**config.mk**
```make
export PLATFORM = sky130hd
export DESIGN_NAME = video_timing_gen
export DESIGN_NICKNAME = d
export VERILOG_FILES = /design/src/rtl/video_timing_pkg.sv /design/src/rtl/video_delay_line.sv /design/src/rtl/video_timing_gen.sv
export SDC_FILE = /design/constraint.sdc
export NUM_CORES = 1
export LEC_CHECK = 0
export BUFFER_PORTS_ARGS = -buffer_cell sky130_fd_sc_hd__buf_2
export CORE_MARGIN = 3
export CORE_UTILIZATION = 25
export DETAILED_ROUTE_END_ITERATION = 12
export PLACE_DENSITY = 0.54
export SLEW_MARGIN = 20
export SYNTH_ARGS = -nofsm -noshare
export SYNTH_HDL_FRONTEND = slang
export SYNTH_SLANG_ARGS = --single-unit
```
**constraint.sdc**
```tcl
create_clock -name clk_pix -period 2.65 [get_ports clk_pix]
set_input_delay 0.53 -clock clk_pix [delete_from_list [all_inputs] [get_ports clk_pix]]
set_output_delay 0.53 -clock clk_pix [all_outputs]
set_load 0.1 [all_outputs]
```
**src/rtl/video_timing_pkg.sv**
```systemverilog
`default_nettype none
// +-----------------------------------------------------------------------------+
// | Module   : video_timing_pkg                                                 |
// | Brief    : Shared types and constants for the raster timing generator:      |
// |            vertical region encoding, standard mode parameter sets, and the  |
// |            colour-bar table used by the optional test pattern.              |
// | Revision : 1.0                                                              |
// +-----------------------------------------------------------------------------+
package video_timing_pkg;

    typedef enum logic [1:0] {
        VR_ACT    = 2'd0,
        VR_FPORCH = 2'd1,
        VR_SYNC   = 2'd2,
        VR_BPORCH = 2'd3
    } v_region_t;

    typedef struct packed {
        int unsigned h_active;
        int unsigned h_fp;
        int unsigned h_sync;
        int unsigned h_bp;
        int unsigned v_active;
        int unsigned v_fp;
        int unsigned v_sync;
        int unsigned v_bp;
        logic        hs_pol;
        logic        vs_pol;
    } timing_t;

    localparam timing_t c_timing_640x480_60 = '{
        h_active: 640, h_fp: 16, h_sync: 96,  h_bp: 48,
        v_active: 480, v_fp: 10, v_sync: 2,   v_bp: 33,
        hs_pol: 1'b0,  vs_pol: 1'b0
    };

    localparam timing_t c_timing_800x600_60 = '{
        h_active: 800, h_fp: 40, h_sync: 128, h_bp: 88,
        v_active: 600, v_fp: 1,  v_sync: 4,   v_bp: 23,
        hs_pol: 1'b1,  vs_pol: 1'b1
    };

    // {r,g,b} on/off per bar, index 0 is the leftmost bar: W,Y,C,G,M,R,B,K
    localparam logic [7:0][2:0] c_color_bars = {
        3'b000, 3'b001, 3'b100, 3'b101, 3'b010, 3'b011, 3'b110, 3'b111
    };

    function automatic logic [2:0] bar_rgb(input logic [2:0] idx);
        return c_color_bars[idx];
    endfunction

endpackage
`default_nettype wire

```
**src/rtl/video_delay_line.sv**
```systemverilog
`default_nettype none
// +-----------------------------------------------------------------------------+
// | Module   : video_delay_line                                                 |
// | Brief    : WIDTH x DEPTH shift register with async active-low reset value;  |
// |            DEPTH=0 collapses to a plain wire.                               |
// | Revision : 1.0                                                              |
// +-----------------------------------------------------------------------------+
module video_delay_line #(
    parameter int               WIDTH     = 1,
    parameter int               DEPTH     = 1,
    parameter logic [WIDTH-1:0] RESET_VAL = '0
) (
    input  logic             clk,
    input  logic             rst_n,
    input  logic [WIDTH-1:0] i_d,
    output logic [WIDTH-1:0] o_q
);

    generate
        if (DEPTH == 0) begin : g_wire
            logic w_unused;
            assign w_unused = &{1'b0, clk, rst_n};
            assign o_q      = i_d;
        end else begin : g_shift
            logic [WIDTH-1:0] r_stage [DEPTH];

            always_ff @(posedge clk or negedge rst_n) begin
                if (!rst_n) begin
                    for (int i = 0; i < DEPTH; i++) r_stage[i] <= RESET_VAL;
                end else begin
                    r_stage[0] <= i_d;
                    for (int i = 1; i < DEPTH; i++) r_stage[i] <= r_stage[i-1];
                end
            end

            assign o_q = r_stage[DEPTH-1];
        end
    endgenerate

endmodule
`default_nettype wire

```
**src/rtl/video_timing_gen.sv**
```systemverilog
`default_nettype none
// +-----------------------------------------------------------------------------+
// | Module   : video_timing_gen                                                 |
// | Brief    : Raster timing generator and pixel output stage; realigns renderer|
// |            RGB with DE/HSYNC/VSYNC across PIPE_LAT cycles of latency.       |
// |            Optional colour-bar test pattern: define VIDEO_TESTPAT_EN.       |
// | Revision : 1.0                                                              |
// +-----------------------------------------------------------------------------+
module video_timing_gen
    import video_timing_pkg::*;
#(
    parameter int H_ACTIVE = int'(c_timing_640x480_60.h_active),
    parameter int H_FP     = int'(c_timing_640x480_60.h_fp),
    parameter int H_SYNC   = int'(c_timing_640x480_60.h_sync),
    parameter int H_BP     = int'(c_timing_640x480_60.h_bp),
    parameter int V_ACTIVE = int'(c_timing_640x480_60.v_active),
    parameter int V_FP     = int'(c_timing_640x480_60.v_fp),
    parameter int V_SYNC   = int'(c_timing_640x480_60.v_sync),
    parameter int V_BP     = int'(c_timing_640x480_60.v_bp),
    parameter bit HS_POL   = 1'b0,
    parameter bit VS_POL   = 1'b0,
    parameter int COLOR_W  = 8,
    parameter int PIPE_LAT = 2,
    localparam int H_TOTAL = H_ACTIVE + H_FP + H_SYNC + H_BP,
    localparam int V_TOTAL = V_ACTIVE + V_FP + V_SYNC + V_BP,
    localparam int XW      = $clog2(H_TOTAL),
    localparam int YW      = $clog2(V_TOTAL)
) (
    input  logic               clk_pix,
    input  logic               reset_n,
    output logic [XW-1:0]      pix_x,
    output logic [YW-1:0]      pix_y,
    output logic               pix_req,
    output logic               frame_start,
    output logic               line_start,
`ifdef VIDEO_TESTPAT_EN
    input  logic               tpg_on,
`endif
    input  logic [COLOR_W-1:0] pix_red,
    input  logic [COLOR_W-1:0] pix_green,
    input  logic [COLOR_W-1:0] pix_blue,
    output logic               vga_hsync,
    output logic               vga_vsync,
    output logic               vga_de,
    output logic [COLOR_W-1:0] vga_red,
    output logic [COLOR_W-1:0] vga_green,
    output logic [COLOR_W-1:0] vga_blue
);

    localparam logic [XW-1:0] c_h_last      = XW'(H_TOTAL - 1);
    localparam logic [XW-1:0] c_h_act_end   = XW'(H_ACTIVE);
    localparam logic [XW-1:0] c_hs_start    = XW'(H_ACTIVE + H_FP);
    localparam logic [XW-1:0] c_hs_end      = XW'(H_ACTIVE + H_FP + H_SYNC);
    localparam logic [YW-1:0] c_v_act_last  = YW'(V_ACTIVE - 1);
    localparam logic [YW-1:0] c_v_fp_last   = YW'(V_ACTIVE + V_FP - 1);
    localparam logic [YW-1:0] c_v_sync_last = YW'(V_ACTIVE + V_FP + V_SYNC - 1);
    localparam logic [YW-1:0] c_v_last      = YW'(V_TOTAL - 1);

    logic [XW-1:0] r_h;
    logic [YW-1:0] r_v;
    v_region_t     r_vstate;
    v_region_t     w_vstate_next;
    logic          w_h_wrap, w_h_act, w_h_sync, w_v_act, w_v_sync;
    logic          r_hs_t, r_vs_t;

    assign w_h_wrap = (r_h == c_h_last);
    assign w_h_act  = (r_h < c_h_act_end);
    assign w_h_sync = (r_h >= c_hs_start) && (r_h < c_hs_end);

    always_ff @(posedge clk_pix or negedge reset_n) begin
        if (!reset_n) begin
            r_h <= '0;
            r_v <= '0;
        end else if (w_h_wrap) begin
            r_h <= '0;
            r_v <= (r_v == c_v_last) ? '0 : r_v + 1'b1;
        end else begin
            r_h <= r_h + 1'b1;
        end
    end

    always_ff @(posedge clk_pix or negedge reset_n) begin
        if (!reset_n) r_vstate <= VR_ACT;
        else          r_vstate <= w_vstate_next;
    end

    // Region changes only on the line wrap, so vsync edges coincide with the h wrap
    always_comb begin
        w_vstate_next = r_vstate;
        if (w_h_wrap) begin
            case (r_vstate)
                VR_ACT:    if (r_v == c_v_act_last)  w_vstate_next = VR_FPORCH;
                VR_FPORCH: if (r_v == c_v_fp_last)   w_vstate_next = VR_SYNC;
                VR_SYNC:   if (r_v == c_v_sync_last) w_vstate_next = VR_BPORCH;
                VR_BPORCH: if (r_v == c_v_last)      w_vstate_next = VR_ACT;
                default:                             w_vstate_next = VR_ACT;
            endcase
        end
    end

    always_comb begin
        w_v_act  = (r_vstate == VR_ACT);
        w_v_sync = (r_vstate == VR_SYNC);
    end

    // Request stage: pix_req doubles as the raw data enable for time t
    always_ff @(posedge clk_pix or negedge reset_n) begin
        if (!reset_n) begin
            pix_x       <= '0;
            pix_y       <= '0;
            pix_req     <= 1'b0;
            frame_start <= 1'b0;
            line_start  <= 1'b0;
            r_hs_t      <= 1'b0;
            r_vs_t      <= 1'b0;
        end else begin
            pix_x       <= r_h;
            pix_y       <= r_v;
            pix_req     <= w_h_act && w_v_act;
            frame_start <= (r_h == '0) && (r_v == '0);
            line_start  <= (r_h == '0);
            r_hs_t      <= w_h_sync;
            r_vs_t      <= w_v_sync;
        end
    end

    logic w_hs_d, w_vs_d, w_de_d;
    logic [COLOR_W-1:0] w_red, w_green, w_blue;

`ifdef VIDEO_TESTPAT_EN
    localparam int            c_pipe_w = XW + 3;
    localparam logic [XW-1:0] c_bar_w  = XW'(H_ACTIVE / 8);
    logic [c_pipe_w-1:0] w_pipe_in, w_pipe_out;
    logic [XW-1:0]       w_x_d, w_bar_full;
    logic [2:0]          w_bar;
    assign w_pipe_in                        = {pix_x, r_hs_t, r_vs_t, pix_req};
    assign {w_x_d, w_hs_d, w_vs_d, w_de_d}  = w_pipe_out;
    assign w_bar_full                       = w_x_d / c_bar_w;
    assign w_bar                            = bar_rgb(w_bar_full[2:0]);
`else
    localparam int c_pipe_w = 3;
    logic [c_pipe_w-1:0] w_pipe_in, w_pipe_out;
    assign w_pipe_in                 = {r_hs_t, r_vs_t, pix_req};
    assign {w_hs_d, w_vs_d, w_de_d}  = w_pipe_out;
`endif

    video_delay_line #(
        .WIDTH     (c_pipe_w),
        .DEPTH     (PIPE_LAT),
        .RESET_VAL ('0)
    ) u_pipe (
        .clk   (clk_pix),
        .rst_n (reset_n),
        .i_d   (w_pipe_in),
        .o_q   (w_pipe_out)
    );

    always_comb begin
        w_red   = pix_red;
        w_green = pix_green;
        w_blue  = pix_blue;
`ifdef VIDEO_TESTPAT_EN
        if (tpg_on) begin
            w_red   = {COLOR_W{w_bar[2]}};
            w_green = {COLOR_W{w_bar[1]}};
            w_blue  = {COLOR_W{w_bar[0]}};
        end
`endif
    end

    always_ff @(posedge clk_pix or negedge reset_n) begin
        if (!reset_n) begin
            vga_de    <= 1'b0;
            vga_hsync <= ~HS_POL;
            vga_vsync <= ~VS_POL;
            vga_red   <= '0;
            vga_green <= '0;
            vga_blue  <= '0;
        end else begin
            vga_de    <= w_de_d;
            vga_hsync <= w_hs_d ^ ~HS_POL;
            vga_vsync <= w_vs_d ^ ~VS_POL;
            vga_red   <= w_de_d ? w_red   : '0;
            vga_green <= w_de_d ? w_green : '0;
            vga_blue  <= w_de_d ? w_blue  : '0;
        end
    end

endmodule
`default_nettype wire
```
Word level (Yosys, flattened, before mapping) --
Index checks and enable logic that the tools add are counted.
Word-level totals: register bits 80, bits in latches 0, RAM bits 0, memory bits (read-only) 0, input bits 26, output and inout bits 50, logic and storage cells 54, memories 0
Operators by class: add/subtract/negate cells 2, $mul 0, div/mod/pow operators 0, $lt $le $gt $ge 3, eq/ne operators 12, shift operators 0, mux-type cells 10, bitwise operators 2, reduce and logical (&&, ||, !) cells 7
Operators by type and width (number):
- $eq A10 B9 Y1 const B | 3
- $mux W8 | 3
- $add A10 B1 Y10 const B | 2
- $eq A10 B10 Y1 const B | 2
- $logic_not A10 Y1 | 2
- $lt A10 B10 Y1 const B | 2
- $mux W10 | 2
- $ge A10 B10 Y1 const B | 1
- $mux W2 | 4
- $pmux W2 S4 | 1
- $reduce_and A5 Y1 | 1
- $eq A2 B2 Y1 const B | 2
- $ne A2 B1 Y1 const B | 2
- $ne A2 B2 Y1 const B | 2
- $logic_and A1 B1 Y1 | 3
- $eq A2 B1 Y1 const B | 1
- $logic_not A2 Y1 | 1
- $not A1 Y1 | 2

Logic depth before layout (Yosys ltp) --
Gate-level depths: netlist (run 1).
depth in word-level cells 3, depth in mapped cells 7, depth with buffers taken out 7

Modules after synthesis --
Synthesis (run 1) repeated with hierarchy kept, for this count alone.
Unflattened totals: cell total of the unflattened synthesis 219, area, all modules 2914.0 um^2
By module, submodules not included:
- video_timing_gen | instances 1, cells an instance 210, area an instance 2741.4 um^2, seq. area each 1854.3 um^2
- video_delay_line | instances 1, cells an instance 9, area an instance 172.7 um^2, seq. area each 150.1 um^2

Worst setup path before layout (run 1) --
No wires, ideal clock.
path kind reg2reg, start register r_v[0], end register r_vstate[1], library setup time 125 ps, data arrival time 1807 ps, data required time 2525 ps, slack 718 ps, cell stages (with the launch flop) 8, path buffers 0, clock period less this slack 1932 ps, path through dfrtp_1 inv_1 ha_1 nor2b_1 nand4_2 a2111oi_2 nand2_1 mux2_4
On the way: word-level cells in the longest chain between the ends 3, elaborated cells between the ends (all ways) 9, classes of those cells eq/ne: 8; reduce/logical: 1
Ends and longest elaborated chain:
- from (decl) | line video_timing_gen.sv:60 | logic [YW-1:0] r_v;
- from (signal assigned) | line video_timing_gen.sv:76 | r_v <= (r_v == c_v_last) ? '0 : r_v + 1'b1;
- $eq A10 B10 Y1 (tied with other cells) | line video_timing_gen.sv:95 | VR_BPORCH: if (r_v == c_v_last) w_vstate_next = VR_ACT;
- $ne A2 B2 Y1 (no line) / $ne A2 B1 Y1 (equally long branches)
- $reduce_and A5 Y1 (no line) (*)
- to (signal assigned) | line video_timing_gen.sv:84 | else r_vstate <= w_vstate_next;
- to (decl) | line video_timing_gen.sv:61 | v_region_t r_vstate;
Mark *: on every way between the ends. The rest lies on a longest branch, timed or not. A chain may end at the register's enable or synchronous reset.

Worst setup path after layout (run 1) --
Same ends and word-level chain as after synthesis.

==> results of run 1 <==
==> routing by layer <==
| metal | GRT usage (%) | up-vias | part of all wire [%] |
|---|---|---|---|
| li1 | - | 891 | - |
| met1 | 11.4 | 902 | 44 |
| met3 | 3.24 | 11 | 8.7 |
| met4 | 5.37 | 0 | 2.4 |
| met5 | 0 | - | 0 |
| met2 | 14.0 | 69 | 45 |
==> area by class of cell <==
cell class | instances | area [um^2]
sequential | 80 | 2000
fill | 1074 | 7260
clock buffer | 11 | 243
timing repair buffer | 77 | 405
clock inverter | 5 | 129
multi-input combinational | 119 | 822
inverter | 11 | 41.3
tap | 140 | 175
==> power by group <==
part | switching, mW | leakage [nW] | total, mW | internal, mW
clock | 0.470 | 0.180 | 1.51 | 1.04
combinational | 0.179 | 0.656 | 0.217 | 0.0379
sequential | 0.00421 | 1.01 | 1.24 | 1.24
==> Yosys cell counts, drive strengths merged, types with 6 or more instances <==
library cell and instances:
nand3 9, o21ai 11, nor2 8, nand2 9
nand4 6, and2 27, inv 11, xnor2 6
dfrtp 78, ha 9
==> registers in the layout, indices dropped and copies added, names as in the netlist, 2 cells and up <==
signal,count
u_pipe.o_q,3
vga_blue,8
vga_red,8
r_v,10
pix_y,10
pix_x,10
u_pipe.g_shift.r_stage,3
r_h,10
vga_green,8
r_vstate,2
==> kinds of logic (layout without fill, tap and decap cells) <==
kind of cell | count (synthesis) | after routing | share of synthesized area, %
multiplexers | 1 | 1 | 0.519
AND/OR/NAND/NOR | 78 | 78 | 16.4
AO/OA/AOI/OAI | 20 | 20 | 4.24
flip-flops | 80 | 80 | 69.3
XOR/XNOR | 11 | 11 | 3.33
buffers and inverters | 17 | 104 | 2.25
adder cells (fa/ha/maj) | 9 | 9 | 3.89
==> stage by stage <==
stage / util (%) / instances / hold slack (ns)
5_1_grt: 34.5 / 443 / 0.178
3_3_place_gp: 30.9 / 426 / 0.335
6_report: 34.5 / 443 / 0.145
2_1_floorplan: - / 216 / 0.234
3_5_place_dp: 30.9 / 426 / 0.336
4_1_cts: 34.3 / 442 / 0.348
==> final timing paths <==
kind                       startpoint                        end  slack, ns  cells past startpoint
setup / recovery               r_v[0]                r_vstate[1]       0.53                      7
hold / removal                reset_n                 vga_red[0]       0.15                      1
setup reg to reg               r_v[0]                r_vstate[1]       0.53                      7
hold reg to reg                r_vs_t  u_pipe.g_shift.r_stage[4]       0.34                      0
max in group asynchronous     reset_n                  vga_vsync       1.86                      2
min in group clk_pix           r_vs_t  u_pipe.g_shift.r_stage[4]       0.34                      0
==> flow_summary.json, run 1 <==
{
  "status": "finished, final reports clean",
  "cts_sinks": 80,
  "initial_core_util_pct": 26.1,
  "tightest_slew_ns": 0.544,
  "dp_hpwl_um": 3900,
  "total_power_mw": 2.97,
  "setup_violations": 0,
  "die_x_um": 114,
  "ctsResizeCount": 0,
  "num_rows": 38,
  "worstSetupEndpointType": "flip-flop",
  "yosys_warnings": 0,
  "synth.largest_area_cell": "dfrtp_1",
  "synthCells": 216,
  "leakagePower_nw": 1.85,
  "gr-usage-all-layers_pct": 9.25,
  "hold_violations": 0,
  "antenna_found_initial": 0,
  "grt_pass1_wl_um": 9350,
  "period_minus_slack_ns": 2.12,
  "num-nets-final": 333,
  "worstPathBufferInverterCount": 1,
  "grt_max_degree": 81,
  "synth_area_um2": 2890,
  "portBuffers": 75,
  "synth_area_leaders": "dfrtp_1 68%, and2_1 5.8%, ha_1 3.9%",
  "path_max_fanout": 7,
  "vias_per_cell": 4.23,
  "cp_top_family": "simple AND/OR/NAND/NOR gates",
  "root_buffer": "clkbuf_16",
  "area_growth_pct": 32.1,
  "cts_tree": "done",
  "drive_gt1_share_pct": 32.7,
  "grt.overflow.total": 0,
  "cts_setup_buffers": 0,
  "ant_nets": 0,
  "fin_area_um2": 3820,
  "start_kind": "flip-flop",
  "final_cell_mix": "78 x dfrtp_1, 74 x buf_2, 27 x and2_1, 11 x inv_1, 11 x o21ai_0",
  "wl_per_cell_um": 12.7,
  "rsz0062_at_grt": "false",
  "clock_latency_ns": 0.33,
  "layout_commonest_cell": "dfrtp_1",
  "clockBufferDepth": 2,
  "die-area_um2": 12900,
  "pin_count": 76,
  "synth_top_area_share_pct": 67.5,
  "wl_um": 5620,
  "grt_pass1_vias": 1919,
  "setup.worst_path.class": "reg -> reg",
  "max_stage_delay_ns": 0.45,
  "slowest_stage": "dfrtp_1",
  "syn_nets": 251,
  "crit_required_ns": 2.86,
  "route.detailed.drc": 0,
  "peakVddDrop_mv": 0.331,
  "path_cells": "inv_1 -> ha_1 -> nor2b_1 -> nand4_2 -> a2111oi_2 -> nand2_1 -> mux2_4",
  "pwr_density_cell_nw_per_um2": 779,
  "firstDrtPassIters": 4,
  "vias": 1873,
  "async_flop_share_pct": 100,
  "gp_congestion": 0.772,
  "setup_tns_ns": 0,
  "ys_seq_elements": 80,
  "core_region_area_um2": 11100,
  "syn_area_per_cell_um2": 13.4,
  "synth.distinct_cells": 30,
  "synth_ff_type": "dfrtp_1",
  "arrival_ns": 2.34,
  "seq_area_frac_synth_pct": 69.3,
  "min_path_type": "in -> async",
  "slew_violations": 0,
  "placed_area_um2": 3430,
  "min_period_over_period_pct": 80.1,
  "die_h_um": 114,
  "layout_setup_ws_ns": 0.527,
  "post-place-ws_ns": 0.541,
  "finClkSkew_ns": 0.00767,
  "clock.fmax_ghz": 0.471,
  "cts_buffers": 9,
  "synth_edf_count": 0,
  "holdBufCountCts": 0,
  "htree_levels": 3,
  "antenna_cells": 0,
  "clk_pin_slew_worst_paths_ns": 0.06,
  "cap_violations": 0,
  "drt_iter0_drc": 183,
  "slew_headroom_pct": 63.7
}
No activity file was read; power rests on OpenSTA's default activity.
==> run 2: changes to the inputs <==
--- a/config.mk
+++ b/config.mk
@@ -5,11 +5,12 @@
 export SDC_FILE = /design/constraint.sdc
 export NUM_CORES = 1
 export LEC_CHECK = 0
+export ABC_AREA = 1
 export BUFFER_PORTS_ARGS = -buffer_cell sky130_fd_sc_hd__buf_2
 export CORE_MARGIN = 3
 export CORE_UTILIZATION = 25
 export DETAILED_ROUTE_END_ITERATION = 12
-export PLACE_DENSITY = 0.54
+export PLACE_DENSITY = 0.55
 export SLEW_MARGIN = 20
 export SYNTH_ARGS = -nofsm -noshare
 export SYNTH_HDL_FRONTEND = slang
==> constraint.sdc (replaced) <==
create_clock -name clk_pix -period 1.9 [get_ports clk_pix]
set_input_delay 0.38 -clock clk_pix [delete_from_list [all_inputs] [get_ports clk_pix]]
set_output_delay 0.38 -clock clk_pix [all_outputs]
set_load 0.1 [all_outputs]
==> run 2 against run 1 <==
Against the previous run:
- routed wire length increased by 14%
- sequential share of layout area is 3.3 points lower
- clock skew hardly changed
- setup slack got worse by 0.26 ns
- area after synthesis up 8.0%
- die area increased by 7.6%
- synthesized cell count rose by 42%
- critical path depth shrank 6
==> flow_summary.json, run 2 <==
{
  "clockBufferDepth": 2,
  "cts_buffers": 9,
  "min_path_type": "in -> reg",
  "clock_latency_ns": 0.33,
  "clk_pin_slew_worst_paths_ns": 0.06,
  "slowest_stage": "dfstp_2",
  "period_minus_slack_ns": 1.64,
  "met1Wirelength_um": 3040,
  "worstPathBufferInverterCount": 1,
  "synth_ff_type": "dfrtp_1",
  "max_stage_delay_ns": 0.51,
  "synth_compound_area_share_pct": 3.13,
  "peakVddDrop_mv": 0.481,
  "root_buffer": "clkbuf_16",
  "syn_area_per_cell_um2": 10.2,
  "synth_area_leaders": "dfrtp_1 63%, nand2_1 7.8%, inv_1 6.7%",
  "wl_um": 6410,
  "pwr-share-seq_pct": 43.2,
  "utilization_pct": 33.6,
  "firstDrtPassIters": 4,
  "p_sw_mw": 0.922,
  "synth.most_common_cell": "dfrtp_1",
  "vias_per_cell": 3.88,
  "cts_setup_buffers": 0,
  "drive_gt1_share_pct": 27.8,
  "portBuffers": 75,
  "grt.overflow.total": 0,
  "crit_required_ns": 1.52,
  "swShare_pct": 23.0,
  "synth_top_area_share_pct": 62.5,
  "setup_violations": 0,
  "status": "finished, final reports clean",
  "synth_edf_count": 0,
  "drt_iter0_drc": 152,
  "dp_hpwl_um": 4650,
  "wl_met3_um": 434,
  "syn_nets": 341,
  "placed_area_um2": 3720,
  "ys_seq_elements": 80,
  "ctsResizeCount": 0,
  "route.detailed.drc": 0,
  "num-nets-final": 427,
  "grt_max_degree": 35,
  "async_flop_share_pct": 100,
  "power_frac_clock_pct": 49.0,
  "path_max_fanout": 1,
  "ant_nets": 0,
  "die_x_um": 118,
  "min_period_over_period_pct": 86.2,
  "cts_tree": "done",
  "pwr-share-comb_pct": 7.8,
  "die_h_um": 118,
  "tightest_slew_ns": 0.718,
  "worstSetupEndpointType": "output pin",
  "antenna_found_initial": 0,
  "fin_area_um2": 4070,
  "num_rows": 40,
  "htree_levels": 3,
  "grt_pass1_wl_um": 10600,
  "antenna_cells": 0,
  "synth_common_cells": "78 x dfrtp_1, 65 x nand2_1, 56 x inv_1, 21 x nor2_1, 15 x nand3_1",
  "cts_sinks": 80,
  "start_kind": "flip-flop",
  "synth.distinct_cells": 27,
  "path_cells": "buf_2",
  "vias": 2188,
  "cap_violations": 0,
  "clock.fmax_ghz": 0.611,
  "dr.max_layer_used": "met4",
  "synth-simple-area-share_pct": 19.2,
  "pwr_density_cell_nw_per_um2": 985,
  "slew_headroom_pct": 52.1,
  "synth.largest_area_cell": "dfrtp_1",
  "rsz0062_at_grt": "false",
  "initial_core_util_pct": 25.8,
  "yosys_warnings": 0,
  "layout_commonest_cell": "dfrtp_1",
  "setup.worst_path.class": "reg -> out",
  "synthXorXnorAreaFrac_pct": 2.24,
  "internal_power_mw": 3.09,
  "hold_violations": 0,
  "final_cell_mix": "78 x dfrtp_1, 74 x buf_2, 65 x nand2_1, 56 x inv_1, 21 x nor2_1",
  "grt_pass1_vias": 2165,
  "die-area_um2": 13900,
  "synth_adder_area_share_pct": 3.61,
  "synthMuxAreaShare_pct": 0,
  "synthCells": 306,
  "synth_top_family_by_area": "simple AND/OR/NAND/NOR gates",
  "met2_length_um": 2850,
  "gp_congestion": 0.803,
  "seq_area_frac_synth_pct": 64.2,
  "cp_top_family": "flip-flops",
  "slew_violations": 0,
  "pin_count": 76,
  "finClkSkew_ns": 0.00751,
  "area_growth_pct": 30.4,
  "wl_per_cell_um": 11.4,
  "arrival_ns": 1.26,
  "leakagePower_nw": 2.18,
  "gr-usage-all-layers_pct": 9.64,
  "setup_tns_ns": 0,
  "synth_area_um2": 3120,
  "core_region_area_um2": 12100
}
-- run 2: power groups by stage --
| stage | sequential [mW] | combinational, mW | clock (mW) |
|---|---|---|---|
| finish | 1.74 | 0.311 | 1.97 |
| global route | 1.74 | 0.331 | 2.11 |
| CTS | 1.73 | 0.316 | 2.02 |
| detailed placement | 1.77 | 0.314 | 0 |
| global placement | 1.77 | 0.312 | 0 |
| floorplan | 1.96 | 0.0185 | 0 |
-- run 2: layer usage --
metal,up-vias,track usage (%)
li1,1103,-
met1,1004,12.4
met2,76,14.1
met3,5,3.84
met4,0,4.76
met5,-,0
-- run 2: final timing paths --
check	from	endpoint	slack, ns	cells after the start
max	vga_vsync	vga_vsync	0.26	1
min	pix_blue[3]	vga_blue[3]	0.23	3
max reg2reg	r_v[0]	r_vstate[1]	0.38	10
min reg2reg	u_pipe.g_shift.r_stage[4]	u_pipe.o_q[1]	0.35	0
max in group asynchronous	reset_n	u_pipe.o_q[2]	0.83	3
min in group asynchronous	reset_n	vga_blue[1]	0.51	2
-- run 2: area by class of cell --
type / instances / area (um^2)
fill: 1250 / 8040
sequential: 80 / 2000
multi-input combinational: 165 / 878
timing repair buffer: 78 / 415
clock buffer: 10 / 239
inverter: 58 / 221
tap: 168 / 210
clock inverter: 5 / 105
-- run 2: metrics by stage --
stage / hold slack, ns / instances / setup WS [ns] / power (mW)
floorplan: 0.0844 / 306 / 0.552 / 1.98
global placement: 0.325 / 548 / 0.430 / 2.08
detailed placement: 0.330 / 548 / 0.403 / 2.08
CTS: 0.221 / 564 / 0.244 / 4.07
global route: 0.230 / 564 / 0.189 / 4.17
finish: 0.234 / 564 / 0.263 / 4.01
-- run 2: cells by family after synthesis --
logic type,count (synthesis)
AND/OR/NAND/NOR,129
flip-flops,80
AO/OA/AOI/OAI,19
XOR/XNOR,8
buffers and inverters,61
adder cells (fa/ha/maj),9
-- run 2: what timing repair did --
item,CTS,global route
hold buffers,1,0
setup endpoints to repair,0,0
endpoints found under the hold margin,26,0
